$ cat src/rtl/fir_decimate_quantize.sv
`timescale 1ns/1ps
`default_nettype none
// ============================================================================
// Module      : fir_decimate_quantize
// Description : Decimates the full-precision FIR accumulator stream by DECIM,
//               rounds (round-half-up) and arithmetically shifts the kept
//               sample by SHIFT, saturates it to DATA_OUT_WIDTH and buffers it
//               in a FIFO_DEPTH-entry FIFO with a valid/ready output.
// Ports       : clk, reset_n (async, active-low)
//               data_in/in_en          : accumulator sample + strobe
//               out_data/out_valid/out_ready : quantized FIFO head handshake
//               fifo_level             : FIFO occupancy
//               overflow/clr_overflow  : sticky drop flag and its clear
//               sat_count              : saturation event counter, present
//                                        only when FIR_DECIMATE_SATCNT_EN
//                                        is defined
// Revision    : 1.0 - initial release
// ============================================================================
module fir_decimate_quantize #(
  parameter int DATA_IN_WIDTH  = 64,
  parameter int DATA_OUT_WIDTH = 16,
  parameter int SHIFT          = 31,
  parameter int DECIM          = 4,
  parameter int FIFO_DEPTH     = 8
) (
  input  logic                             clk,
  input  logic                             reset_n,
  input  logic signed [DATA_IN_WIDTH-1:0]  data_in,
  input  logic                             in_en,
  output logic signed [DATA_OUT_WIDTH-1:0] out_data,
  output logic                             out_valid,
  input  logic                             out_ready,
  output logic [$clog2(FIFO_DEPTH):0]      fifo_level,
  output logic                             overflow,
`ifdef FIR_DECIMATE_SATCNT_EN
  output logic [15:0]                      sat_count,
`endif
  input  logic                             clr_overflow
);

  localparam int c_PW  = $clog2(FIFO_DEPTH);
  localparam int c_LW  = c_PW + 1;
  localparam int c_PHW = (DECIM > 1) ? $clog2(DECIM) : 1;
  localparam int c_W1  = DATA_IN_WIDTH + 1;
  localparam int c_DO  = DATA_OUT_WIDTH;

  // Rounding constant 2^(SHIFT-1); zero when there is no shift.
  localparam logic [c_W1-1:0] c_RND = (SHIFT > 0) ?
      ({{(c_W1-1){1'b0}}, 1'b1} << ((SHIFT > 0) ? SHIFT - 1 : 0)) : '0;
  localparam logic signed [c_W1-1:0] c_SAT_MAX = {{(c_W1-c_DO+1){1'b0}}, {(c_DO-1){1'b1}}};
  localparam logic signed [c_W1-1:0] c_SAT_MIN = {{(c_W1-c_DO+1){1'b1}}, {(c_DO-1){1'b0}}};

  // --------------------------------------------------------------------------
  // Phase counter and keep decision
  // --------------------------------------------------------------------------
  logic [c_PHW-1:0] phase_q, phase_d;
  logic             w_keep;

  assign w_keep = in_en && (phase_q == '0);

  always_comb begin
    phase_d = phase_q;
    if (in_en) begin
      phase_d = (phase_q == c_PHW'(DECIM - 1)) ? '0 : phase_q + 1'b1;
    end
  end

  // --------------------------------------------------------------------------
  // Stage 1: round-half-up and arithmetic shift, one guard bit of headroom
  // --------------------------------------------------------------------------
  logic signed [c_W1-1:0] w_ext, w_rnd, s1_data_d, s1_data_q;
  logic                   s1_valid_q;

  always_comb begin
    w_ext     = {data_in[DATA_IN_WIDTH-1], data_in};
    w_rnd     = w_ext + signed'(c_RND);
    s1_data_d = w_rnd >>> SHIFT;
  end

  // --------------------------------------------------------------------------
  // Stage 2: saturation to the output range
  // --------------------------------------------------------------------------
  logic signed [c_DO-1:0] s2_data_d, s2_data_q;
  logic                   s2_valid_q;
  logic                   w_sat_evt;

  always_comb begin
    w_sat_evt = 1'b0;
    s2_data_d = s1_data_q[c_DO-1:0];
    if (s1_data_q > c_SAT_MAX) begin
      s2_data_d = c_SAT_MAX[c_DO-1:0];
      w_sat_evt = 1'b1;
    end else if (s1_data_q < c_SAT_MIN) begin
      s2_data_d = c_SAT_MIN[c_DO-1:0];
      w_sat_evt = 1'b1;
    end
  end

  // --------------------------------------------------------------------------
  // Output FIFO
  // --------------------------------------------------------------------------
  logic signed [c_DO-1:0] mem_q [FIFO_DEPTH];
  logic [c_PW-1:0]        wr_ptr_q, wr_ptr_d, rd_ptr_q, rd_ptr_d;
  logic [c_LW-1:0]        level_q, level_d;
  logic signed [c_DO-1:0] out_data_q, out_data_d;
  logic                   overflow_q, overflow_d;
  logic                   w_full, w_pop, w_wr, w_drop;

  assign out_valid  = (level_q != '0);
  assign out_data   = out_data_q;
  assign fifo_level = level_q;
  assign overflow   = overflow_q;

  always_comb begin
    w_full     = (level_q == c_LW'(FIFO_DEPTH));
    w_pop      = out_valid && out_ready;
    w_wr       = s2_valid_q && (!w_full || w_pop);
    w_drop     = s2_valid_q && w_full && !w_pop;
    wr_ptr_d   = w_wr  ? wr_ptr_q + 1'b1 : wr_ptr_q;
    rd_ptr_d   = w_pop ? rd_ptr_q + 1'b1 : rd_ptr_q;
    level_d    = level_q;
    if (w_wr && !w_pop) begin
      level_d = level_q + 1'b1;
    end else if (!w_wr && w_pop) begin
      level_d = level_q - 1'b1;
    end
    // The head is a register so out_data keeps its last value once empty.
    // When the next head slot is the one written this edge, forward it.
    out_data_d = out_data_q;
    if (level_d != '0) begin
      out_data_d = (w_wr && (wr_ptr_q == rd_ptr_d)) ? s2_data_q : mem_q[rd_ptr_d];
    end
    // A drop in the clear cycle keeps the flag set.
    overflow_d = w_drop ? 1'b1 : (clr_overflow ? 1'b0 : overflow_q);
  end

  always_ff @(posedge clk) begin
    if (w_wr) begin
      mem_q[wr_ptr_q] <= s2_data_q;
    end
  end

  always_ff @(posedge clk or negedge reset_n) begin
    if (!reset_n) begin
      phase_q    <= '0;
      s1_valid_q <= 1'b0;
      s1_data_q  <= '0;
      s2_valid_q <= 1'b0;
      s2_data_q  <= '0;
      wr_ptr_q   <= '0;
      rd_ptr_q   <= '0;
      level_q    <= '0;
      out_data_q <= '0;
      overflow_q <= 1'b0;
    end else begin
      phase_q    <= phase_d;
      s1_valid_q <= w_keep;
      if (w_keep) begin
        s1_data_q <= s1_data_d;
      end
      s2_valid_q <= s1_valid_q;
      if (s1_valid_q) begin
        s2_data_q <= s2_data_d;
      end
      wr_ptr_q   <= wr_ptr_d;
      rd_ptr_q   <= rd_ptr_d;
      level_q    <= level_d;
      out_data_q <= out_data_d;
      overflow_q <= overflow_d;
    end
  end

`ifdef FIR_DECIMATE_SATCNT_EN
  // --------------------------------------------------------------------------
  // Saturation event counter; an event lands on the edge its sample reaches
  // the FIFO write port.
  // --------------------------------------------------------------------------
  logic        s2_sat_q;
  logic [15:0] sat_cnt_q, sat_cnt_d;
  logic        w_cnt_evt;

  assign sat_count = sat_cnt_q;
  assign w_cnt_evt = s2_valid_q && s2_sat_q;

  always_comb begin
    sat_cnt_d = sat_cnt_q;
    if (clr_overflow) begin
      sat_cnt_d = {15'd0, w_cnt_evt};
    end else if (w_cnt_evt && (sat_cnt_q != 16'hFFFF)) begin
      sat_cnt_d = sat_cnt_q + 16'd1;
    end
  end

  always_ff @(posedge clk or negedge reset_n) begin
    if (!reset_n) begin
      s2_sat_q  <= 1'b0;
      sat_cnt_q <= '0;
    end else begin
      s2_sat_q  <= s1_valid_q && w_sat_evt;
      sat_cnt_q <= sat_cnt_d;
    end
  end
`endif

endmodule
`default_nettype wire

$ cat config.mk
export PLATFORM = sky130hd
export DESIGN_NAME = fir_decimate_quantize
export DESIGN_NICKNAME = d
export VERILOG_FILES = /design/src/rtl/fir_decimate_quantize.sv
export SDC_FILE = /design/constraint.sdc
export NUM_CORES = 1
export LEC_CHECK = 0
export ABC_AREA = 0
export BUFFER_PORTS_ARGS = -buffer_cell sky130_fd_sc_hd__buf_2
export CORE_ASPECT_RATIO = 1.25
export CORE_MARGIN = 10
export CORE_UTILIZATION = 35
export CTS_CLUSTER_DIAMETER = 150
export DETAILED_ROUTE_END_ITERATION = 8
export SYNTH_ARGS = -nofsm -noshare
export SYNTH_HDL_FRONTEND = slang
export SYNTH_SLANG_ARGS = --single-unit
$ cat constraint.sdc
create_clock -name clk -period 4.4 [get_ports clk]
set_input_delay 0.22 -clock clk [delete_from_list [all_inputs] [get_ports clk]]
set_output_delay 0.22 -clock clk [all_outputs]
set_load 0.01 [all_outputs]
After elaboration in Yosys (flattened, before gate mapping)
Memory sizes are Yosys's and may differ from the RTL's. A register that Yosys moved wholly into a read port is not among the register bits.
Cells that the tools add are included.

storage, ports and cells
  register bits = 65
  memory bits (writable) = 128
  input bits = 69
  output and inout bits = 22
  logic and storage cells = 46
  memories kept = 1

memories
  memory  words  width  rd ports  clocked after memory_dff  wr ports  line  RTL
  mem_q   8      16     1         1                         1         102   logic signed [c_DO-1:0] mem_q [FIFO_DEPTH];

cells by class
  add/sub/neg operators = 6
  $lt $le $gt $ge = 2
  equal/unequal tests = 2
  mux-type cells = 10
  reductions and logical operators = 16

operators by type and width
  operator                number
  $add 64x32->65 const B  1
  $gt 34x16->1 const B    1
  $lt 34x16->1 const B    1
  $mux 16                 2
  $mux 4                  2
  $reduce_bool 4->1       2
  $logic_and 1x1->1       7
  $add 3x1->3 const B     2
  $add 4x1->4 const B     1
  $eq 4x4->1 const B      1
  $logic_not 1->1         4
  $mux 1                  4
  $sub 4x1->4 const B     1
  $mux 3                  1
  $add 2x1->2 const B     1
  $eq 2x2->1 const B      1
  $logic_not 2->1         1
  $mux 2                  1
  $reduce_bool 2->1       1
  $logic_or 1x1->1        1

Depth between registers and ports, before layout
Gate-level depths: netlist of run 1.

  word-level depth = 9
  gate-level depth with buffers = 12
  depth with buffers taken out = 9

Least setup slack after synthesis of run 1
No wires, ideal clock.

  path type = flip-flop to flip-flop
  start = reg level_q[0], in the netlist fifo_level[0]
  end = mem mem_q[0][0] in the netlist's numbering, enable pin
  library setup time = 430 ps
  arrival = 2,909 ps
  data required time = 3,970 ps
  path slack = 1,060 ps
  cell stages (with the launch flop) = 8
  buffers on the path = 1
  clock period less this slack = 3,340 ps
  cells stage by stage = dfrtp_1 inv_1 ha_1 nand2b_1 nor3b_1 nand2b_1 clkbuf_1 nor4_1

on the way
  longest elaborated chain between the ends = 6
  elaborated cells on any way between the ends = 8
  classes of those cells = 1 x eq/ne; 2 x mux; 5 x reduce/logical

RTL lines
  what                                                  line      RTL
  from (decl)                                           104       logic [c_LW-1:0] level_q, level_d;
  from (signal assigned)                                167       level_q <= level_d;
  $eq 4x4->1 or $reduce_bool 4->1 (tied branches)       115, 109
  $logic_not 1->1 or $logic_and 1x1->1 (tied branches)  117, 116
  $logic_or 1x1->1 (*)                                  117       w_wr = s2_valid_q && (!w_full || w_pop);
  $logic_and 1x1->1 (*)                                 117
  $mux 1 (*)                                            138       if (w_wr) begin
  $mux 1 (not written as such) (*)                      139       mem_q[wr_ptr_q] <= s2_data_q;
  to (decl)                                             102

Mark *: on every way between the ends. The rest lies on a longest branch, timed or not.

Worst setup path in the final report of run 1
  start = reg level_q[0], in the netlist fifo_level[0]
  end = reg out_data_q[14], in the netlist out_data[14], read port of mem_q

on the way
  longest elaborated chain between the ends = 9
  elaborated cells on any way between the ends = 16
  classes of those cells = 2 x add/sub; 1 x eq/ne; 3 x mux; 10 x reduce/logical

RTL lines
  what                                                  line      RTL
  $eq 4x4->1 or $reduce_bool 4->1 (tied branches)       115, 109
  $logic_not 1->1 or $logic_and 1x1->1 (tied branches)  117, 116
  $logic_or 1x1->1                                      117
  $logic_and 1x1->1                                     117
  $logic_not 1->1                                       124       end else if (!w_wr && w_pop) begin
  $logic_and 1x1->1                                     124
  $mux 4                                                124
  $mux 4                                                122       if (w_wr && !w_pop) begin
  $reduce_bool 4->1                                     130       if (level_d != '0) begin
  to (decl)                                             105       logic signed [c_DO-1:0] out_data_q, out_data_d;

Parallel ways exist; a longest one is shown, timed or not.
A chain may end at the register's enable or synchronous reset.

==> results of run 1 <==
[per-stage QoR]
step	utilization [%]	cell area (µm²)
floorplan	-	9430
global placement	38.0	10100
detailed placement	38.0	10100
CTS	41.0	10900
global route	41.0	10900
finish	41.0	10900
[what timing repair did]
action,CTS,global route
resized for setup,0,0
hold buffers,4,0
endpoints found under the hold margin,47,0
[logic make-up (layout without fill, tap and decap cells)]
family,after synthesis,count (layout),synth area share [%]
AOI/OAI and AO/OA,175,175,12.6
muxes,68,68,7.24
buffers and inverters,92,162,4.01
DFF,209,209,62.2
xor gates and xnor gates,39,39,3.62
and+or+nand+nor,170,170,9.26
adders and majority gates,8,8,1.06
[worst max-delay path: cells and delay by family (launching register included)]
family | cells | cell delay, ns
XOR/XNOR | 1 | 0.17
AO/OA/AOI/OAI | 3 | 0.67
AND/OR/NAND/NOR | 2 | 0.58
adder cells (fa/ha/maj) | 1 | 0.23
buffers and inverters | 3 | 0.78
flip-flops | 1 | 0.45
[metal layers]
metal / vias to the layer above / track usage (%)
met4: 0 / 3.33
li1: 2940 / -
met2: 145 / 22.1
met3: 23 / 1.85
met1: 3054 / 15.2
met5: - / 0
[how the worst min path moves through the flow]
stage	cells after the start	slack (ns)	start	to
after floorplan	0	-0.08	reset_n	fifo_level[0]$_DFF_PN0_
after global placement	1	0.29	reset_n	overflow$_DFFE_PN0P_
after detailed placement	1	0.29	reset_n	overflow$_DFFE_PN0P_
after CTS	3	0.02	data_in[61]	s1_data_q[30]$_DFFE_PN0P_
after global routing	3	0.04	data_in[61]	s1_data_q[30]$_DFFE_PN0P_
final	3	0.03	data_in[61]	s1_data_q[30]$_DFFE_PN0P_
[where the power goes]
part | internal, W | total, W | leakage, nW | switching [W]
Combinational | 0.00106 | 0.00268 | 1.62 | 0.00162
Sequential | 0.00274 | 0.00319 | 2.11 | 0.000459
Clock | 0.00114 | 0.00188 | 0.365 | 0.000738
Total | 0.00493 | 0.00775 | 4.10 | 0.00282
[sequential cells by signal, indices dropped and copies added, names as in the netlist]
register and flops:
fifo_level 4, mem_q 128, out_data 16, overflow 1
phase_q 2, rd_ptr_q 3, s1_data_q 34, s1_valid_q 1
s2_data_q 16, s2_valid_q 1, wr_ptr_q 3
[cells in the mapped netlist, types with 15 or more instances]
cell type	instances	area share [%]
nand3_1	34	1.8
o21ai_0	22	1.2
o21ai_1	17	0.90
a21oi_1	34	1.8
a22o_1	16	1.5
clkbuf_1	29	1.2
nand2_1	31	1.2
dfrtp_1	81	21
mux2i_1	66	7.0
nor2_1	48	1.9
a2111oi_0	16	1.5
o211ai_1	15	1.2
edfxtp_1	128	41
a211oi_1	49	3.9
inv_1	41	1.6
xor2_1	26	2.4
[layout make-up]
class	instances	area, µm²	area share [%]
flip-flops and latches	209	5870	53.7
multi-input cells	460	3250	29.7
well taps	345	432	3.95
clock inverters	5	55.1	0.504
inverters	43	161	1.48
clock buffers	35	694	6.35
repair buffers	79	468	4.28
[cell usage in the layout (no fill, tap or decap), drive strengths merged, types with 13 or more instances in the layout]
master	count
o211ai	15
buf	75
o21ai	39
a22o	16
clkbuf	35
a2111oi	16
inv	43
nor2	48
dfrtp	81
xnor2	13
edfxtp	128
mux2i	66
a211oi	49
a21oi	34
xor2	26
nand3	34
nand2	31
==> flow_metrics.tcl, run 1 <==
set metrics [dict create \
    status "completed" \
    cts_setup_buffers 0 \
    fillerInstances 2541 \
    setup.worst_path.end_class "flip-flop" \
    synthToLayoutAreaGrowth_pct 15.9 \
    synthArstFlopShare_pct 38.8 \
    slew_headroom_pct 29.3 \
    topRoutingLayerUsed "met4" \
    total_power_w 0.00775 \
    start_util_pct 35.4 \
    drtPass1Iterations 5 \
    dp_worst_setup_slack_ns 1.40 \
    whs_ns 0.0306 \
    grt_usage_pct 12.4 \
    crit_path_end "out_data[14]$_DFFE_PN0P_" \
    p_per_area_mw_per_mm2 709 \
    critPathLaunch "fifo_level[0]$_DFF_PN0_" \
    antenna_found_initial 0 \
    met1_length_um 9480 \
    synth_seq_area_share_pct 62.2 \
    crit_fanout 32 \
    skew_ns 0.00971 \
    ioPinCount 91 \
    rsz0062_at_grt "no" \
    avgRoutedWirePerCell_um 18.4 \
    syn_area_mm2 0.00943 \
    synth_edf_count 128 \
    max_stage_delay_ns 0.45 \
    cp_cell_sequence "inv_1 > ha_1 > nor3b_4 > inv_2 > a211o_2 > xor2_1 > nor4_4 > buf_4 > a22o_1 > o21ai_1" \
    worstPathRequired_ns 4.78 \
    setup_slack_ns 1.39 \
    regToRegSetupSlack_ns 1.39 \
    wl_met2_um 10800 \
    fp.dieW_um 167 \
    die-area_mm2 0.0340 \
    nets 892 \
    gr-total-overflow 0 \
    period_minus_slack_ns 3.01 \
    hold_path.class "primary input to flip-flop" \
    worst_slew_pin_slew_ns 1.06 \
    critPathSlowestCell "dfrtp_1" \
    cts_tree "yes" \
    setup_viol_count_final 0 \
    yosys_warnings 0 \
    clkLatencyLatePin_ns 0.50 \
    drtIter0Drc 276 \
    final-hold-violation-count 0 \
    grt_pass1_vias 6304 \
    clk_pin_slew_worst_paths_ns 0.07 \
    die_h_um 204 \
    fin_crit_sh_pct 68.5 \
    clock_path_buffers 3 \
    place.port_buffers 60 \
    post_drt_via_cell_ratio 5.24 \
    netlist_instances 761 \
    synth_cell_types 47 \
    place.gp.congestion 0.756 \
    htreeDepth 1 \
    diodes 0 \
    yosys_most_used_dff "edfxtp_1" \
    dp_hpwl_um 13200 \
    syn-num-nets 838 \
    num_vias 6162 \
    slew_viol_final 0 \
    fin_setup_tns_ns 0 \
    cts.sink_count 209 \
    rows 67 \
    maxCapViolCount 0 \
    final_cell_count_no_fill 1176 \
    drive_gt1_share_pct 15.5 \
    crit_type "flip-flop to flip-flop" \
    core_area_mm2 0.0267 \
    postSynthAreaPerCell_um2 12.4 \
    cts_made_buffers 22 \
    ys_ff_latch 209 \
    reg2reg_depth 10 \
    routed_wirelength_um 21600 \
    ant_nets 0 \
    rr_startpoint "fifo_level[0]$_DFF_PN0_" \
    ir_worst_vdd_mv 0.420 \
    grt_first_pass_wirelength_um 34300 \
    r2r-end "out_data[14]$_DFFE_PN0P_" \
    clock-root-buffer "clkbuf_16" \
    max_freq_mhz 332 \
    drc 0 \
    grt_max_degree 66 \
    place_inst 1132 \
    wl_met3_um 1010 \
    power.leakage_nw 4.10 \
    start_kind "flip-flop" \
    cp.arrival_ns 3.40 \
]
(Power assumes the default switching activity.)
==> run 2, diff against run 1 <==
clock period = 2.6 ns   (was 4.4 ns; I/O delays follow)
==> flow_metrics.tcl, run 2 (same netlist as run 1, synthesis figures left out) <==
set metrics [dict create \
    cts.sink_count 209 \
    dp_hpwl_um 13500 \
    power.leakage_nw 4.35 \
    final_common_cell "edfxtp_1" \
    fillerInstances 2462 \
    whs_ns 0.0519 \
    setup.worst_path.end_class "flip-flop" \
    cts_tree "yes" \
    gr-total-overflow 0 \
    largest_register_ffs 128 \
    crit_fanout 16 \
    slew_headroom_pct 41.5 \
    max_freq_mhz 403 \
    setup_slack_ns 0.122 \
    maxCapViolCount 0 \
    rows 67 \
    ant_nets 0 \
    final_cell_count_no_fill 1231 \
    mostFrequentLayoutCells "edfxtp_1, dfrtp_1, mux2i_1" \
    start_util_pct 35.4 \
    antenna_found_initial 0 \
    total_power_w 0.0133 \
    worstPathRequired_ns 2.98 \
    grt_usage_pct 12.3 \
    die-area_mm2 0.0340 \
    p_per_area_mw_per_mm2 1150 \
    status "completed" \
    drc 0 \
    clk_pin_slew_worst_paths_ns 0.06 \
    routed_wirelength_um 21900 \
    nets 947 \
    drive_gt1_share_pct 17.4 \
    slew_viol_final 0 \
    cp.arrival_ns 2.86 \
    diodes 0 \
    clkLatencyLatePin_ns 0.50 \
    start_kind "flip-flop" \
    die_h_um 204 \
    hold_path.class "primary input to flip-flop" \
    cts_made_buffers 22 \
    place.gp.congestion 0.746 \
    largestRegisters "mem_q x128, s1_data_q x34" \
    grt_max_degree 62 \
    regMostFlops "mem_q" \
    clock-root-buffer "clkbuf_16" \
    drtPass1Iterations 5 \
    fin_util_pct 43.2 \
    place.port_buffers 60 \
    worst_slew_pin_slew_ns 0.874 \
    final-hold-violation-count 0 \
    avgRoutedWirePerCell_um 17.8 \
    clock_path_buffers 3 \
    skew_ns 0.0129 \
    drtIter0Drc 311 \
    core_area_mm2 0.0267 \
    fin_crit_sh_pct 95.3 \
    ioPinCount 91 \
    setup_viol_count_final 0 \
    synthToLayoutAreaGrowth_pct 22.2 \
    place_inst 1153 \
    dp_worst_setup_slack_ns 0.0509 \
    htreeDepth 1 \
    post_drt_via_cell_ratio 5.14 \
    num_vias 6333 \
    grt_first_pass_wirelength_um 34100 \
    crit_type "flip-flop to flip-flop" \
    fp.dieW_um 167 \
    ir_worst_vdd_mv 0.524 \
    grt_pass1_vias 6201 \
    period_minus_slack_ns 2.48 \
]
-- run 2: cell count changes in the layout (fill, tap and decap cells not counted), sizes merged --
cell | before | now
dlygate4sd3 | 4 | 35
clkinv | 2 | 5
bufinv | 1 | 0
inv | 43 | 44
clkbuf | 35 | 32
clkinvlp | 2 | 3
buf | 75 | 98
-- run 2: timing repair --
item	in CTS	in global routing
hold buffers	35	0
resized for setup	0	5
setup endpoints to repair	0	16
setup buffers	0	2
endpoints found under the hold margin	117	0
-- run 2: through the flow --
step / setup TNS, ns / area [µm²]
floorplan: -17.40 / 9440
global placement: 0 / 10400
detailed placement: 0 / 10400
CTS: 0 / 11500
global route: -0.00853 / 11500
finish: 0 / 11500
-- run 2: worst paths after layout --
kind | startpoint | slack [ns] | depth (start not counted) | end
max in group asynchronous | reset_n | 1.85 | 3 | s1_data_q[29]$_DFFE_PN0P_
min in group asynchronous | reset_n | 0.08 | 2 | out_data[1]$_DFFE_PN0P_
max | fifo_level[1]$_DFF_PN0_ | 0.12 | 11 | out_data[10]$_DFFE_PN0P_
min | data_in[31] | 0.05 | 3 | s1_data_q[0]$_DFFE_PN0P_
min reg2reg | out_data[1]$_DFFE_PN0P_ | 0.51 | 2 | out_data[1]$_DFFE_PN0P_
max reg2reg | fifo_level[1]$_DFF_PN0_ | 0.12 | 11 | out_data[10]$_DFFE_PN0P_
-- run 2: worst max-delay path, cell delays in order (launching register included) --
cell     delay, ns
dfrtp_1       0.38
inv_1         0.10
ha_2          0.22
nor3b_4       0.21
inv_2         0.08
a211o_4       0.38
xor2_2        0.17
nor4_4        0.27
buf_4         0.18
buf_12        0.16
a22o_1        0.15
o21ai_1       0.06
-- run 2: layout make-up --
class	count	area (µm²)	area share (%)
clock buffers	31	636	5.51
clock inverters	9	60.1	0.521
inverters	43	164	1.42
multi-input cells	460	3260	28.3
flip-flops and latches	209	5870	50.9
well taps	345	432	3.75
repair buffers	134	1100	9.55
-- run 2: layer usage --
metal | track usage, % | up-vias | routed length [µm]
met4 | 3.64 | 0 | 415
met5 | 0 | - | 0
met2 | 21.5 | 145 | 11000
met1 | 15.1 | 3098 | 9400
li1 | - | 3060 | -
met3 | 2.25 | 30 | 1080
-- run 2: report_power, final --
| group | total (W) | switching, W | internal (W) |
|---|---|---|---|
| Combinational | 0.00500 | 0.00288 | 0.00212 |
| Sequential | 0.00533 | 0.000699 | 0.00463 |
| Clock | 0.00297 | 0.00126 | 0.00172 |
==> run 3, diff against run 2 <==
REMOVE_ABC_BUFFERS = 1   (was unset)
==> flow_metrics.tcl, run 3 (same netlist as run 1, synthesis figures left out) <==
set metrics [dict create \
    status "completed" \
    power.leakage_nw 4.39 \
    max_freq_mhz 400 \
    max_stage_delay_ns 0.38 \
    clock_path_buffers 3 \
    cts_tree "yes" \
    p_sw_share_pct 35.9 \
    drc 0 \
    final_cell_count_no_fill 1234 \
    final-hold-violation-count 0 \
    p_per_area_mw_per_mm2 1170 \
    ant_nets 0 \
    grt_first_pass_wirelength_um 34800 \
    ioPinCount 91 \
    slew_viol_final 0 \
    dp_hpwl_um 13700 \
    final_common_cell "edfxtp_1" \
    pwr-share-clk_pct 23.6 \
    largestRegisters "mem_q x128, s1_data_q x34" \
    total_power_w 0.0136 \
    rows 67 \
    diodes 0 \
    die_h_um 204 \
    fin_crit_sh_pct 96.1 \
    clock-root-buffer "clkbuf_16" \
    drive_gt1_share_pct 17.4 \
    fin_setup_tns_ns 0 \
    regMostFlops "mem_q" \
    synthToLayoutAreaGrowth_pct 23.2 \
    place.port_buffers 60 \
    grt_pass1_vias 6381 \
    rsz0062_at_grt "yes" \
    clkLatencyLatePin_ns 0.50 \
    largest_register_ffs 128 \
    maxCapViolCount 0 \
    routed_wirelength_um 21900 \
    switching_power_w 0.00489 \
    mostFrequentLayoutCells "edfxtp_1, dfrtp_1, mux2i_1" \
    cp_cell_sequence "inv_1 > ha_4 > nor3b_4 > inv_2 > a211o_4 > xor2_2 > nor4_4 > buf_4 > clkbuf_16 > a22o_1 > o21ai_1" \
    p_int_w 0.00872 \
    drtIter0Drc 452 \
    critPathSlowestCell "dfrtp_1" \
    start_util_pct 35.4 \
    p_seq_share_pct 39.4 \
    worstPathRequired_ns 2.98 \
    nets 950 \
    place_inst 1155 \
    worst_slew_pin_slew_ns 0.980 \
    post_drt_via_cell_ratio 5.09 \
    cts_made_buffers 23 \
    place_area_mm2 0.0104 \
    slew_headroom_pct 34.4 \
    crit_type "flip-flop to flip-flop" \
    setup_viol_count_final 0 \
    busiest_layer "met2" \
    ir_worst_vdd_mv 0.496 \
    crit_fanout 16 \
    die-area_mm2 0.0340 \
    antenna_found_initial 0 \
    grt_usage_pct 12.5 \
    fp.dieW_um 167 \
    start_kind "flip-flop" \
    p_comb_share_pct 37.0 \
    fin_area_mm2 0.0116 \
    cts.sink_count 209 \
    core_area_mm2 0.0267 \
    avgRoutedWirePerCell_um 17.7 \
    hold_path.class "primary input to flip-flop" \
    place.gp.congestion 0.811 \
    period_minus_slack_ns 2.50 \
    drtPass1Iterations 6 \
    gr-total-overflow 0 \
    clk_pin_slew_worst_paths_ns 0.06 \
    gr-usage-met1_pct 15.8 \
    cp.arrival_ns 2.88 \
    htreeDepth 1 \
    grt_util_met3_pct 2.48 \
    grt_use_met2_pct 21.3 \
    setup.worst_path.end_class "flip-flop" \
    num_vias 6283 \
    grt_max_degree 80 \
    skew_ns 0.00629 \
]
-- run 3: routing by layer --
metal,up-vias,part of all wire (%)
li1,3065,-
met1,3035,44
met2,154,49
met3,29,5.1
met4,0,2.1
met5,-,0
-- run 3: worst paths after layout --
check / from / end / slack (ns) / cells past startpoint
max: fifo_level[1]$_DFF_PN0_ / out_data[5]$_DFFE_PN0P_ / 0.10 / 11
min: data_in[31] / s1_data_q[0]$_DFFE_PN0P_ / 0.08 / 3
max reg2reg: fifo_level[1]$_DFF_PN0_ / out_data[5]$_DFFE_PN0P_ / 0.10 / 11
min reg2reg: out_data[12]$_DFFE_PN0P_ / out_data[12]$_DFFE_PN0P_ / 0.50 / 2
max in group asynchronous: reset_n / s1_data_q[29]$_DFFE_PN0P_ / 1.96 / 3
min in group asynchronous: reset_n / s1_data_q[26]$_DFFE_PN0P_ / 0.20 / 3
-- run 3: through the flow --
step	worst slack, ns	hold slack, ns	util (%)
after floorplan	-2.05	-0.166	-
after global routing	-0.0968	0.101	43.6
final	0.102	0.0755	43.6
after detailed placement	-0.0231	-0.0710	39.1
after CTS	0.0412	0.0381	43.3
after global placement	-0.0260	-0.0699	39.1
-- run 3: repair_timing --
item / 4_1_cts / 5_1_grt
resized for setup: 2 / 7
gates cloned: 0 / 1
pin swaps: 0 / 3
hold buffers: 36 / 0
endpoints found under the setup margin: 5 / 70
buffers inserted: 0 / 1
endpoints found under the hold margin: 117 / 0
-- run 3: worst max-delay path, delay by kind of cell (launching register included) --
family	cells	cell delay (ns)
DFF	1	0.38
buffers and inverters	4	0.60
and+or+nand+nor	2	0.47
xor gates and xnor gates	1	0.17
adders and majority gates	1	0.17
AOI/OAI and AO/OA	3	0.58
-- run 3: power by group through the flow --
stage / registers (W) / clock network (W) / logic, W
3_3_place_gp: 0.00538 / 0 / 0.00484
6_report: 0.00536 / 0.00321 / 0.00503
5_1_grt: 0.00550 / 0.00342 / 0.00557
3_5_place_dp: 0.00542 / 0 / 0.00494
4_1_cts: 0.00537 / 0.00327 / 0.00501
2_1_floorplan: 0.00530 / 0 / 0.00314
-- run 3: layout make-up --
cell class | instances | area, µm²
clock buffer | 35 | 703
sequential | 209 | 5870
multi-input combinational | 460 | 3300
timing repair buffer | 136 | 1100
clock inverter | 6 | 58.8
inverter | 43 | 161
fill | 2459 | 15000
tap | 345 | 432
